<file path="config.mk">
export PLATFORM = sky130hd
export DESIGN_NAME = neuron_writeback_flat
export DESIGN_NICKNAME = d
export VERILOG_FILES = /design/src/rtl/neuron_writeback_if.sv /design/src/rtl/neuron_writeback.sv /design/src/flat_wrapper.sv
export SDC_FILE = /design/constraint.sdc
export NUM_CORES = 1
export LEC_CHECK = 0
export BUFFER_PORTS_ARGS = -buffer_cell sky130_fd_sc_hd__clkbuf_2
export CELL_PAD_IN_SITES_DETAIL_PLACEMENT = 0
export CELL_PAD_IN_SITES_GLOBAL_PLACEMENT = 1
export CORE_MARGIN = 4
export CORE_UTILIZATION = 38
export CTS_BUF_LIST = sky130_fd_sc_hd__clkbuf_16
export DETAILED_ROUTE_END_ITERATION = 6
export HOLD_SLACK_MARGIN = 0.15
export PLACE_DENSITY = 0.67
export SYNTH_ARGS = -nofsm -noshare
export SYNTH_HDL_FRONTEND = slang
export SYNTH_SLANG_ARGS = --single-unit
</file>
<file path="constraint.sdc">
create_clock -name clk -period 5.2 [get_ports clk]
set_input_delay 0.26 -clock clk [delete_from_list [all_inputs] [get_ports clk]]
set_output_delay 0.26 -clock clk [all_outputs]
set_load 0.02 [all_outputs]
</file>
<file path="src/rtl/neuron_writeback_if.sv">
// ============================================================================
// Module   : neuron_writeback_if
// Brief    : Result-in / memory-write-out / status bundle for neuron_writeback.
// Revision : 1.0
// ============================================================================
`default_nettype none

interface neuron_writeback_if #(
  parameter int ADDR_W = 8
);
  logic [15:0]       in_val;
  logic [15:0]       in_dest;
  logic              in_we;
  logic              clr_err;
  logic              mem_req;
  logic [ADDR_W-1:0] mem_addr;
  logic [15:0]       mem_wdata;
  logic              mem_ack;
  logic              done;
  logic [15:0]       wr_count;
  logic              busy;
  logic              overflow;
  logic              range_err;

  modport slave (
    input  in_val, in_dest, in_we, clr_err, mem_ack,
    output mem_req, mem_addr, mem_wdata, done, wr_count, busy, overflow, range_err
  );

  modport master (
    output in_val, in_dest, in_we, clr_err, mem_ack,
    input  mem_req, mem_addr, mem_wdata, done, wr_count, busy, overflow, range_err
  );
endinterface

`default_nettype wire

</file>
<file path="src/rtl/neuron_writeback.sv">
// ============================================================================
// Module   : neuron_writeback
// Brief    : Buffers activation results in a small FIFO and commits them to
//            neuron value memory over a req/ack write port.
// Revision : 1.0
// ============================================================================
`default_nettype none

module neuron_writeback #(
  parameter int DEPTH       = 4,
  parameter int ADDR_W      = 8,
  parameter int NUM_NEURONS = 256
) (
  input  wire logic          clk,
  input  wire logic          rst,
  neuron_writeback_if.slave  bus_io
);

  localparam int PTR_W = $clog2(DEPTH);
  localparam int CNT_W = PTR_W + 1;

  typedef enum logic [0:0] {
    IDLE = 1'b0,
    REQ  = 1'b1
  } state_t;

  state_t            state_q, state_d;
  logic [31:0]       fifo_q [DEPTH];
  logic [PTR_W-1:0]  wr_ptr_q, rd_ptr_q;
  logic [CNT_W-1:0]  count_q;
  logic [ADDR_W-1:0] addr_q, addr_d;
  logic [15:0]       wdata_q, wdata_d;
  logic [15:0]       wr_count_q, wr_count_d;
  logic              done_q, done_d;
  logic              ovf_q, ovf_d;
  logic              rerr_q, rerr_d;

  logic              empty, full, push, pop, head_bad, rerr_set, ovf_set;
  logic [15:0]       head_dest, head_val;

  assign empty     = (count_q == '0);
  assign full      = (count_q == CNT_W'(DEPTH));
  assign head_dest = fifo_q[rd_ptr_q][31:16];
  assign head_val  = fifo_q[rd_ptr_q][15:0];
  // Full 16-bit destination is range checked; only the low ADDR_W bits address memory.
  assign head_bad  = ({16'h0000, head_dest} >= 32'(NUM_NEURONS));

  always_comb begin
    state_d    = state_q;
    addr_d     = addr_q;
    wdata_d    = wdata_q;
    wr_count_d = wr_count_q;
    done_d     = 1'b0;
    pop        = 1'b0;
    rerr_set   = 1'b0;
    case (state_q)
      IDLE: begin
        if (!empty) begin
          if (head_bad) begin
            pop      = 1'b1;
            rerr_set = 1'b1;
          end else begin
            addr_d  = head_dest[ADDR_W-1:0];
            wdata_d = head_val;
            state_d = REQ;
          end
        end
      end
      REQ: begin
        if (bus_io.mem_ack) begin
          pop        = 1'b1;
          done_d     = 1'b1;
          wr_count_d = wr_count_q + 16'd1;
          state_d    = IDLE;
        end
      end
    endcase
    // A full FIFO still accepts when the head leaves on the same edge.
    push    = bus_io.in_we && (!full || pop);
    ovf_set = bus_io.in_we && full && !pop;
    ovf_d   = ovf_set  | (ovf_q  & ~bus_io.clr_err);
    rerr_d  = rerr_set | (rerr_q & ~bus_io.clr_err);
  end

  always_ff @(posedge clk) begin
    if (push) begin
      fifo_q[wr_ptr_q] <= {bus_io.in_dest, bus_io.in_val};
    end
  end

  always_ff @(posedge clk or posedge rst) begin
    if (rst) begin
      state_q    <= IDLE;
      wr_ptr_q   <= '0;
      rd_ptr_q   <= '0;
      count_q    <= '0;
      addr_q     <= '0;
      wdata_q    <= '0;
      wr_count_q <= '0;
      done_q     <= 1'b0;
      ovf_q      <= 1'b0;
      rerr_q     <= 1'b0;
    end else begin
      state_q    <= state_d;
      addr_q     <= addr_d;
      wdata_q    <= wdata_d;
      wr_count_q <= wr_count_d;
      done_q     <= done_d;
      ovf_q      <= ovf_d;
      rerr_q     <= rerr_d;
      count_q    <= count_q + CNT_W'(push) - CNT_W'(pop);
      if (push) begin
        wr_ptr_q <= wr_ptr_q + PTR_W'(1);
      end
      if (pop) begin
        rd_ptr_q <= rd_ptr_q + PTR_W'(1);
      end
    end
  end

  assign bus_io.mem_req   = (state_q == REQ);
  assign bus_io.mem_addr  = addr_q;
  assign bus_io.mem_wdata = wdata_q;
  assign bus_io.done      = done_q;
  assign bus_io.wr_count  = wr_count_q;
  assign bus_io.busy      = (count_q != '0) | (state_q != IDLE);
  assign bus_io.overflow  = ovf_q;
  assign bus_io.range_err = rerr_q;

endmodule

`default_nettype wire
</file>
<file path="src/flat_wrapper.sv">
// flat-port wrapper written by rule: the top's interface ports become plain ports
module neuron_writeback_flat 
#(
  parameter int DEPTH       = 4,
  parameter int ADDR_W      = 8,
  parameter int NUM_NEURONS = 256
)
  (clk, rst, bus_io_in_val, bus_io_in_dest, bus_io_in_we, bus_io_clr_err, bus_io_mem_ack, bus_io_mem_req, bus_io_mem_addr, bus_io_mem_wdata, bus_io_done, bus_io_wr_count, bus_io_busy, bus_io_overflow, bus_io_range_err);
  neuron_writeback_if #(.ADDR_W(ADDR_W)) bus_io_i ();
  input  wire logic clk;
  input  wire logic rst;
  input wire logic [$bits(bus_io_i.in_val)-1:0] bus_io_in_val;
  input wire logic [$bits(bus_io_i.in_dest)-1:0] bus_io_in_dest;
  input wire logic [$bits(bus_io_i.in_we)-1:0] bus_io_in_we;
  input wire logic [$bits(bus_io_i.clr_err)-1:0] bus_io_clr_err;
  input wire logic [$bits(bus_io_i.mem_ack)-1:0] bus_io_mem_ack;
  output wire logic [$bits(bus_io_i.mem_req)-1:0] bus_io_mem_req;
  output wire logic [$bits(bus_io_i.mem_addr)-1:0] bus_io_mem_addr;
  output wire logic [$bits(bus_io_i.mem_wdata)-1:0] bus_io_mem_wdata;
  output wire logic [$bits(bus_io_i.done)-1:0] bus_io_done;
  output wire logic [$bits(bus_io_i.wr_count)-1:0] bus_io_wr_count;
  output wire logic [$bits(bus_io_i.busy)-1:0] bus_io_busy;
  output wire logic [$bits(bus_io_i.overflow)-1:0] bus_io_overflow;
  output wire logic [$bits(bus_io_i.range_err)-1:0] bus_io_range_err;
  assign bus_io_i.in_val = bus_io_in_val;
  assign bus_io_i.in_dest = bus_io_in_dest;
  assign bus_io_i.in_we = bus_io_in_we;
  assign bus_io_i.clr_err = bus_io_clr_err;
  assign bus_io_i.mem_ack = bus_io_mem_ack;
  assign bus_io_mem_req = bus_io_i.mem_req;
  assign bus_io_mem_addr = bus_io_i.mem_addr;
  assign bus_io_mem_wdata = bus_io_i.mem_wdata;
  assign bus_io_done = bus_io_i.done;
  assign bus_io_wr_count = bus_io_i.wr_count;
  assign bus_io_busy = bus_io_i.busy;
  assign bus_io_overflow = bus_io_i.overflow;
  assign bus_io_range_err = bus_io_i.range_err;
  neuron_writeback #(.DEPTH(DEPTH), .ADDR_W(ADDR_W), .NUM_NEURONS(NUM_NEURONS)) u_core (.clk(clk), .rst(rst), .bus_io(bus_io_i));
endmodule
</file>
## Word-level counts from Yosys, hierarchy flattened

Memories as Yosys holds them, arrays and structs flattened.
Cells that the tools add are included.

| word-level totals | value |
|---|---|
| bits in writable memories | 128 |
| bits in latches | 0 |
| output and inout bits | 45 |
| logic and storage cells | 49 |
| memories | 1 |
| memory bits (read-only) | 0 |
| bits of input ports | 37 |
| flip-flop bits (word level) | 51 |

| operators by class | value |
|---|---|
| reductions and logical operators | 10 |
| bitwise logic cells | 9 |
| div/mod/pow operators | 0 |
| mux-type cells | 12 |
| shifts and indexed selects | 0 |
| order comparisons | 1 |
| equality and inequality tests | 1 |
| $add $sub $neg | 5 |
| multipliers | 0 |

Memory list:

| memory | depth | width | read ports | clocked after Yosys merged registers in | write ports | RTL line | text |
|---|---|---|---|---|---|---|---|
| u_core.fifo_q | 4 | 32 | 1 | 0 | 1 | neuron_writeback.sv:28 | `logic [31:0] fifo_q [DEPTH];` |

Operator list:

| cell | number |
|---|---|
| 16-bit by 1-bit adder with 16-bit output (second input constant) | 1 |
| 16-bit by 9-bit >= comparator with 1-bit output (second input constant) | 1 |
| 1-bit two-way mux | 10 |
| 2-bit by 1-bit adder with 2-bit output (second input constant) | 2 |
| 1-bit NOT | 4 |
| 1-bit case mux with 2 select lines | 2 |
| 3-bit by 1-bit adder with 3-bit output | 1 |
| 3-bit == test (second input constant) | 1 |
| 1-bit logical AND | 3 |
| 3-bit zero test | 1 |
| 1-bit bitwise OR | 3 |
| 3-bit AND reduction | 1 |
| 3-bit nonzero test | 1 |
| 3-bit by 1-bit subtractor with 3-bit output | 1 |
| 1-bit AND | 2 |
| 1-bit zero test | 2 |
| 2-bit AND reduction | 1 |
| 1-bit logical OR | 1 |

## Depth between registers and ports, before layout

Gate-level depths: netlist of run 1.
An unclocked memory read counts as a cell.

| depth | value |
|---|---|
| depth in word-level cells | 9 |
| gate-level depth with buffers | 13 |
| depth with buffers taken out | 12 |

## Least setup slack after synthesis of run 1

OpenSTA, ideal clock, no wires.

| timing path | value |
|---|---|
| path kind | reg-to-reg |
| start | memory u_core.fifo_q[1][29] |
| end | register u_core.count_q[2] |
| buffers on the path | 0 |
| library setup time | 0.123 ns |
| stages on the path, launching flop included | 13 |
| setup slack | 2.467 ns |
| arrival time | 2.610 ns |
| path through | edfxtp_1 nor4_1 a31oi_1 a211oi_2 and2_1 o21ai_0 ha_1 inv_1 ha_1 inv_1 fa_1 xnor2_1 xnor2_1 |

| on the way | value |
|---|---|
| longest elaborated chain between the ends | 9 |

Ends and longest elaborated chain:

| what | RTL line | text |
|---|---|---|
| start: declaration | neuron_writeback.sv:28 |  |
| memory 4 x 32 bit * | - |  |
| 16-bit by 9-bit >= comparator with 1-bit output * | neuron_writeback.sv:46 | `assign head_bad = ({16'h0000, head_dest} >= 32'(NUM_NEURONS));` |
| 1-bit two-way mux * | neuron_writeback.sv:59 | `if (head_bad) begin` |
| 1-bit two-way mux * | neuron_writeback.sv:58 | `if (!empty) begin` |
| 1-bit case mux with 2 select lines * | neuron_writeback.sv:56 | `case (state_q)` |
| 1-bit logical OR | neuron_writeback.sv:79 | `push = bus_io.in_we && (!full \|\| pop);` |
| 1-bit logical AND | neuron_writeback.sv:79 |  |
| 3-bit by 1-bit adder with 3-bit output | neuron_writeback.sv:111 | `count_q <= count_q + CNT_W'(push) - CNT_W'(pop);` |
| 3-bit by 1-bit subtractor with 3-bit output * | neuron_writeback.sv:111 |  |
| end signal: assignment | neuron_writeback.sv:111 |  |
| end: declaration | neuron_writeback.sv:30 | `logic [CNT_W-1:0] count_q;` |

Every way passes the cells marked *; elsewhere a longest branch is shown, timed or not.
A chain may end at the register's enable or synchronous reset.

## Final worst setup path of run 1

| timing path | value |
|---|---|
| start | register u_core.rd_ptr_q[0] |
| end | register u_core.count_q[2] |

| on the way | value |
|---|---|
| longest elaborated chain between the ends | 9 |

Ends and longest elaborated chain:

| what | RTL line | text |
|---|---|---|
| start: declaration | neuron_writeback.sv:29 | `logic [PTR_W-1:0] wr_ptr_q, rd_ptr_q;` |
| start signal: assignment | neuron_writeback.sv:116 | `rd_ptr_q <= rd_ptr_q + PTR_W'(1);` |
| memory 4 x 32 bit * | - |  |
| 16-bit by 9-bit >= comparator with 1-bit output * | neuron_writeback.sv:46 |  |
| 1-bit two-way mux * | neuron_writeback.sv:59 |  |
| 1-bit two-way mux * | neuron_writeback.sv:58 |  |
| 1-bit case mux with 2 select lines * | neuron_writeback.sv:56 |  |
| 1-bit logical OR | neuron_writeback.sv:79 |  |
| 1-bit logical AND | neuron_writeback.sv:79 |  |
| 3-bit by 1-bit adder with 3-bit output | neuron_writeback.sv:111 |  |
| 3-bit by 1-bit subtractor with 3-bit output * | neuron_writeback.sv:111 |  |

Marked as above.

==> results of run 1 <==
==> layer usage <==
metal | global-route usage (%) | routed length [um]
met5 | 0 | 0
met4 | 5.707 | 254
met3 | 3.125 | 417
met2 | 21.86 | 6317
met1 | 16.67 | 5421
==> per-stage QoR <==
stage / power (W) / utilization, %
global route: 0.004962 / 48.30
global placement: 0.003437 / 42.86
finish: 0.004689 / 48.30
floorplan: 0.003099 / -
CTS: 0.004756 / 48.30
detailed placement: 0.003479 / 42.86
==> flip-flops by register name (all words and copies together), names as in the netlist <==
signal and count:
u_core.bus_io.range_err 1, u_core.bus_io.wr_count 16, u_core.wr_ptr_q 2, u_core.rd_ptr_q 2, u_core.bus_io.overflow 1, u_core.bus_io.mem_wdata 16
u_core.fifo_q 128, u_core.bus_io.mem_addr 8, u_core.bus_io.done 1, u_core.bus_io.mem_req 1, u_core.count_q 3
==> logic make-up (layout without fill, tap and decap cells) <==
logic type                 count (synthesis)  in the layout  share of synthesized area [%]
adders and majority gates                  8              8                          1.571
muxes                                     49             49                          13.03
DFF                                      179            179                          74.75
buffers and inverters                     25            165                          1.662
AOI/OAI and AO/OA                         18             18                          1.827
xor gates and xnor gates                  18             18                          2.302
and+or+nand+nor                           64             64                          4.859
==> worst register-to-register path: stages, from the launching register on <==
cell,delay (ps)
dfrtp_2,1040
a31oi_1,210
a211oi_2,590
and2_1,270
o21ai_0,100
ha_1,290
inv_1,60
ha_1,130
inv_1,50
fa_1,380
xnor2_1,150
xnor2_1,130
==> cells in the final DEF, fill, tap and decap left out, types with 5 or more instances in the layout <==
| master | count |
|---|---|
| dfrtp_1 | 49 |
| xnor2_1 | 11 |
| mux4_2 | 24 |
| nand4_1 | 8 |
| dlygate4sd3_1 | 37 |
| mux2_4 | 19 |
| clkbuf_2 | 81 |
| clkbuf_16 | 17 |
| xor2_1 | 7 |
| ha_1 | 7 |
| nand2_1 | 12 |
| nor2_1 | 13 |
| edfxtp_1 | 128 |
| nor3_1 | 6 |
| inv_1 | 16 |
| nand3_1 | 9 |
| mux2_2 | 5 |
==> power by group through the flow <==
| stage | Clock (W) | Combinational [W] | Sequential (W) |
|---|---|---|---|
| after floorplan | 0 | 0.000897 | 0.00220 |
| after global placement | 0 | 0.00124 | 0.00220 |
| after detailed placement | 0 | 0.00126 | 0.00222 |
| after CTS | 0.00128 | 0.00128 | 0.00219 |
| after global routing | 0.00135 | 0.00137 | 0.00224 |
| final | 0.00126 | 0.00125 | 0.00218 |
==> how the worst min path moves through the flow <==
stage	end	slack (ps)	start	cells after the start
2_1_floorplan	u_core.bus_io.overflow	350	bus_io_clr_err	1
3_3_place_gp	u_core.bus_io.mem_wdata[11]	310	rst	2
3_5_place_dp	u_core.bus_io.mem_wdata[11]	330	rst	2
4_1_cts	u_core.bus_io.mem_wdata[12]	430	rst	3
5_1_grt	u_core.bus_io.mem_wdata[1]	460	rst	3
6_report	u_core.bus_io.mem_wdata[12]	410	rst	3
==> cell type report <==
type,count,share of cell area [%]
sequential,179,60.69
multi-input combinational,157,19.20
clock inverter,15,1.838
timing repair buffer,119,9.280
inverter,14,0.6226
tap,225,3.335
clock buffer,17,5.040
==> metrics.txt, run 1 <==
synth cell count leaders=128 x edfxtp_1, 51 x dfrtp_1, 24 x mux4_2; Critical Path End Type=register; # port buffers=81; # Post-CTS Setup Buffers=0; dpl cells=657; mapped cell area=6849 sq um; clock share of power=26.8%; ys flop type=edfxtp_1; top post-synthesis cells by area=edfxtp_1 56%, dfrtp_1 19%, mux4_2 7.9%, mux2_4 4.2%, xnor2_1 1.4%; Seq pwr share=46.6%; final setup vio count=0; max cap viols=0; Setup CP Type=reg -> reg; CP top delay family=flip-flops; reg2reg end=u_core.count_q[2]; Max Freq=286.4 MHz; most numerous cell in the Yosys netlist=edfxtp_1; design area=8441 sq um; ys async rst share=28.49%; Reg2Reg Setup Slack=1710 ps; Critical Path Max Stage Delay=1040 ps; DR iter-0 viols=244; crit path cell chain=a31oi_1 > a211oi_2 > and2_1 > o21ai_0 > ha_1 > inv_1 > ha_1 > inv_1 > fa_1 > xnor2_1 > xnor2_1; routed vias/inst=4.832; Root Driver=clkbuf_16; Longest Clk Path Bufs=2; clock sink count=179; Worst-Skew Late Latency=430 ps; peak supply drop=278.5 uV; area grow syn2layout=23.24%; Multi-input gate area=1620 sq um; routed len/inst=17.09 um; worst slew pin tran=1023 ps; die width=142.3 um; CTS clk-pin slew, worst paths=60 ps; hold_ws=413.4 ps; fill count=1479; setup TNS=0 ps; post-layout net count=533; type of origin of the critical path=register; Syn Inst Count=361; die area=20240 sq um; Buf+Inv Stages, Crit Path=2; initial core utilization=39.19%; row count=48; Hold Crit Class=in -> async; area leader, netlist=edfxtp_1; power per cell area=555.5 nW/um^2; DPL Wire Length=7806 um; post-synthesis register bit count=179; PnR worst setup slack=1709 ps; Syn Area/Cell=18.97 sq um; unrepaired setup endpoints after global routing=no; critical path data required time=5510 ps; Leak Pwr=3.306 nW; sw power=0.001435 W; worst r2r src=u_core.rd_ptr_q[0]; number of distinct library cells after synthesis=37; Routed WL=12410 um; Worst path depth=11; placed cell areas=7490 sq um; critical path's slowest cell=dfrtp_2; cell-internal power=0.003254 W; IO Count=82; layout cells sized above 1=33.73%; WP data arrival=3800 ps; CTS tree=built; Synth top area share=56.12%; core area=17480 sq um; post-synthesis sequential area ratio=74.75%; H-tree depth=4; post-route ant nets=0; vias in the first global route=3771; Post-synth EDFFs=128; sw frac=30.60%; Final Max Tran Viols=0; via count=3508; Overflow after GRT=0; GRT Overall Usage=13.20%; origin of the worst setup path=u_core.rd_ptr_q[0]; CTS resizes=0; Hold Vio Cnt, Final=0; Synth warnings=0; first-pass GRT wire length=20290 um; largest net degree at the start of global routing=38; pre-CTS setup slack=1643 ps; Post-Syn Nets=406; DRT Pass-1 Iters=4; initial antenna violation count=0; Max-slew headroom=31.83%; drc violations=0; GPL Wtd Cong=0.7739; FF/Latch Area=5122 sq um; crit path max fanout=35; Critical path destination=u_core.count_q[2]; die height=142.3 um; FF-to-FF path depth=11; worst clock skew=9.667 ps; Final min period=3491 ps; # hold bufs at CTS=37; Tcrit/Tclk final=67.14%; combinational cell fraction of total power=26.7%; status=finished clean; clock buffer count from CTS=17; final cell count without fillers=726; total inserted antenna cells=0
No activity file was read; power rests on OpenSTA's default activity.
==> run 2: changes to the inputs <==
- PLACE_DENSITY: 0.67 -> 0.7
- clock period: 5.2 -> 2.8 ns (I/O delays scaled with it)
==> metrics.txt, run 2 (synthesis results as in run 1) <==
clock buffer count from CTS=17; power per cell area=1032 nW/um^2; worst r2r src=u_core.rd_ptr_q[0]; status=finished clean; die area=20240 sq um; Pwr Total=0.008895 W; initial core utilization=39.19%; peak supply drop=477.7 uV; Root Driver=clkbuf_16; vias in the first global route=3828; DPL Wire Length=8382 um; post-layout net count=548; layout cells sized above 1=37.79%; FF-to-FF path depth=12; CTS clk-pin slew, worst paths=70 ps; Reg2Reg Setup Slack=200 ps; CTS tree=built; worst clock skew=10.66 ps; die height=142.3 um; Max-slew headroom=61.59%; max cap viols=0; post-route ant nets=0; total inserted antenna cells=0; Hold Crit Class=in -> async; Worst-Skew Late Latency=420 ps; area grow syn2layout=25.79%; Tcrit/Tclk final=92.90%; critical path data required time=3100 ps; routed vias/inst=4.922; Final min period=2601 ps; commonest non-fill, non-tap cell in the layout=edfxtp_1; DRT Pass-1 Iters=4; initial antenna violation count=0; worst slew pin tran=576.2 ps; first-pass GRT wire length=20810 um; type of origin of the critical path=register; H-tree depth=4; Longest Clk Path Bufs=2; Multi-input gate area=1662 sq um; reg2reg end=u_core.count_q[2]; Max Freq=384.5 MHz; Hold Vio Cnt, Final=0; GPL Wtd Cong=0.7617; via count=3647; row count=48; Reg with most FFs=u_core.fifo_q; most frequent cells in the layout=128 x edfxtp_1, 81 x clkbuf_2, 49 x dfrtp_1; largest net degree at the start of global routing=33; Leak Pwr=3.374 nW; IO Count=82; max FFs per register=128; # port buffers=81; clock sink count=179; Setup CP Type=reg -> reg; core area=17480 sq um; routed len/inst=17.44 um; Critical Path End Type=register; crit path max fanout=8; FF/Latch Area=5122 sq um; fill count=1437; final setup vio count=0; GRT Overall Usage=13.54%; die width=142.3 um; Final Max Tran Viols=0; Routed WL=12920 um; WP data arrival=2900 ps; DR iter-0 viols=222; drc violations=0; Overflow after GRT=0; Core Util, Final=49.30%
run 2: area by class of cell:
class | count | share of cell area (%)
Sequential cell | 179 | 59.45
Tap cell | 225 | 3.268
Clock buffer | 17 | 4.938
Inverter | 14 | 0.6099
Multi-Input combinational cell | 157 | 19.29
Clock inverter | 15 | 1.757
Timing Repair Buffer | 134 | 10.69
run 2: through the flow:
step / setup slack, ps / TNS (ps) / instance area (sq um) / hold slack, ps / std cells
after global placement: 191.9 / 0 / 7620 / 199.2 / 671
after CTS: 113.2 / 0 / 8567 / 305.6 / 740
final: 198.9 / 0 / 8616 / 309.5 / 741
after global routing: -27.64 / -27.64 / 8616 / 337.2 / 741
after detailed placement: 122.0 / 0 / 7620 / 208.7 / 671
after floorplan: 67.46 / 0 / 6849 / 232.1 / 361
run 2: repair_timing:
action                                  in CTS  in global routing
hold buffers                                37                  0
resized for setup                            0                 11
endpoints found under the setup margin       0                  1
buffers inserted                             0                  1
endpoints found under the hold margin      153                  0
run 2: power breakdown:
part	leakage [nW]	internal, W	switching [W]	total, W
clock network	0.274	0.00125	0.00103	0.00228
registers	1.81	0.00356	0.000304	0.00386
logic	1.29	0.00132	0.00143	0.00275
run 2: how the worst max path moves through the flow:
stage                                    start           endpoint  cells past startpoint
after floorplan           u_core.fifo_q[1][29]  u_core.count_q[2]                     12
after global placement    u_core.fifo_q[1][29]  u_core.count_q[2]                     12
after detailed placement  u_core.fifo_q[1][29]  u_core.count_q[2]                     12
after CTS                 u_core.fifo_q[1][29]  u_core.count_q[2]                     12
after global routing      u_core.fifo_q[0][30]  u_core.count_q[2]                     12
final                       u_core.rd_ptr_q[0]  u_core.count_q[2]                     12
run 2: metal layers:
metal	track usage, %	share of wire [%]
met2	22.81	51
met1	17.18	44
met3	3.696	3.4
met4	4.192	1.2
met5	0	0
run 2: critical path: stages, from the launching register on:
cell and delay, ps:
dfrtp_2 460, nor3_1 240, nand2_1 90, a211oi_2 270
and2_4 200, o21ai_2 50, ha_1 310, inv_2 70
ha_4 120, inv_2 30, fa_2 360, xnor2_2 150
xnor2_1 120
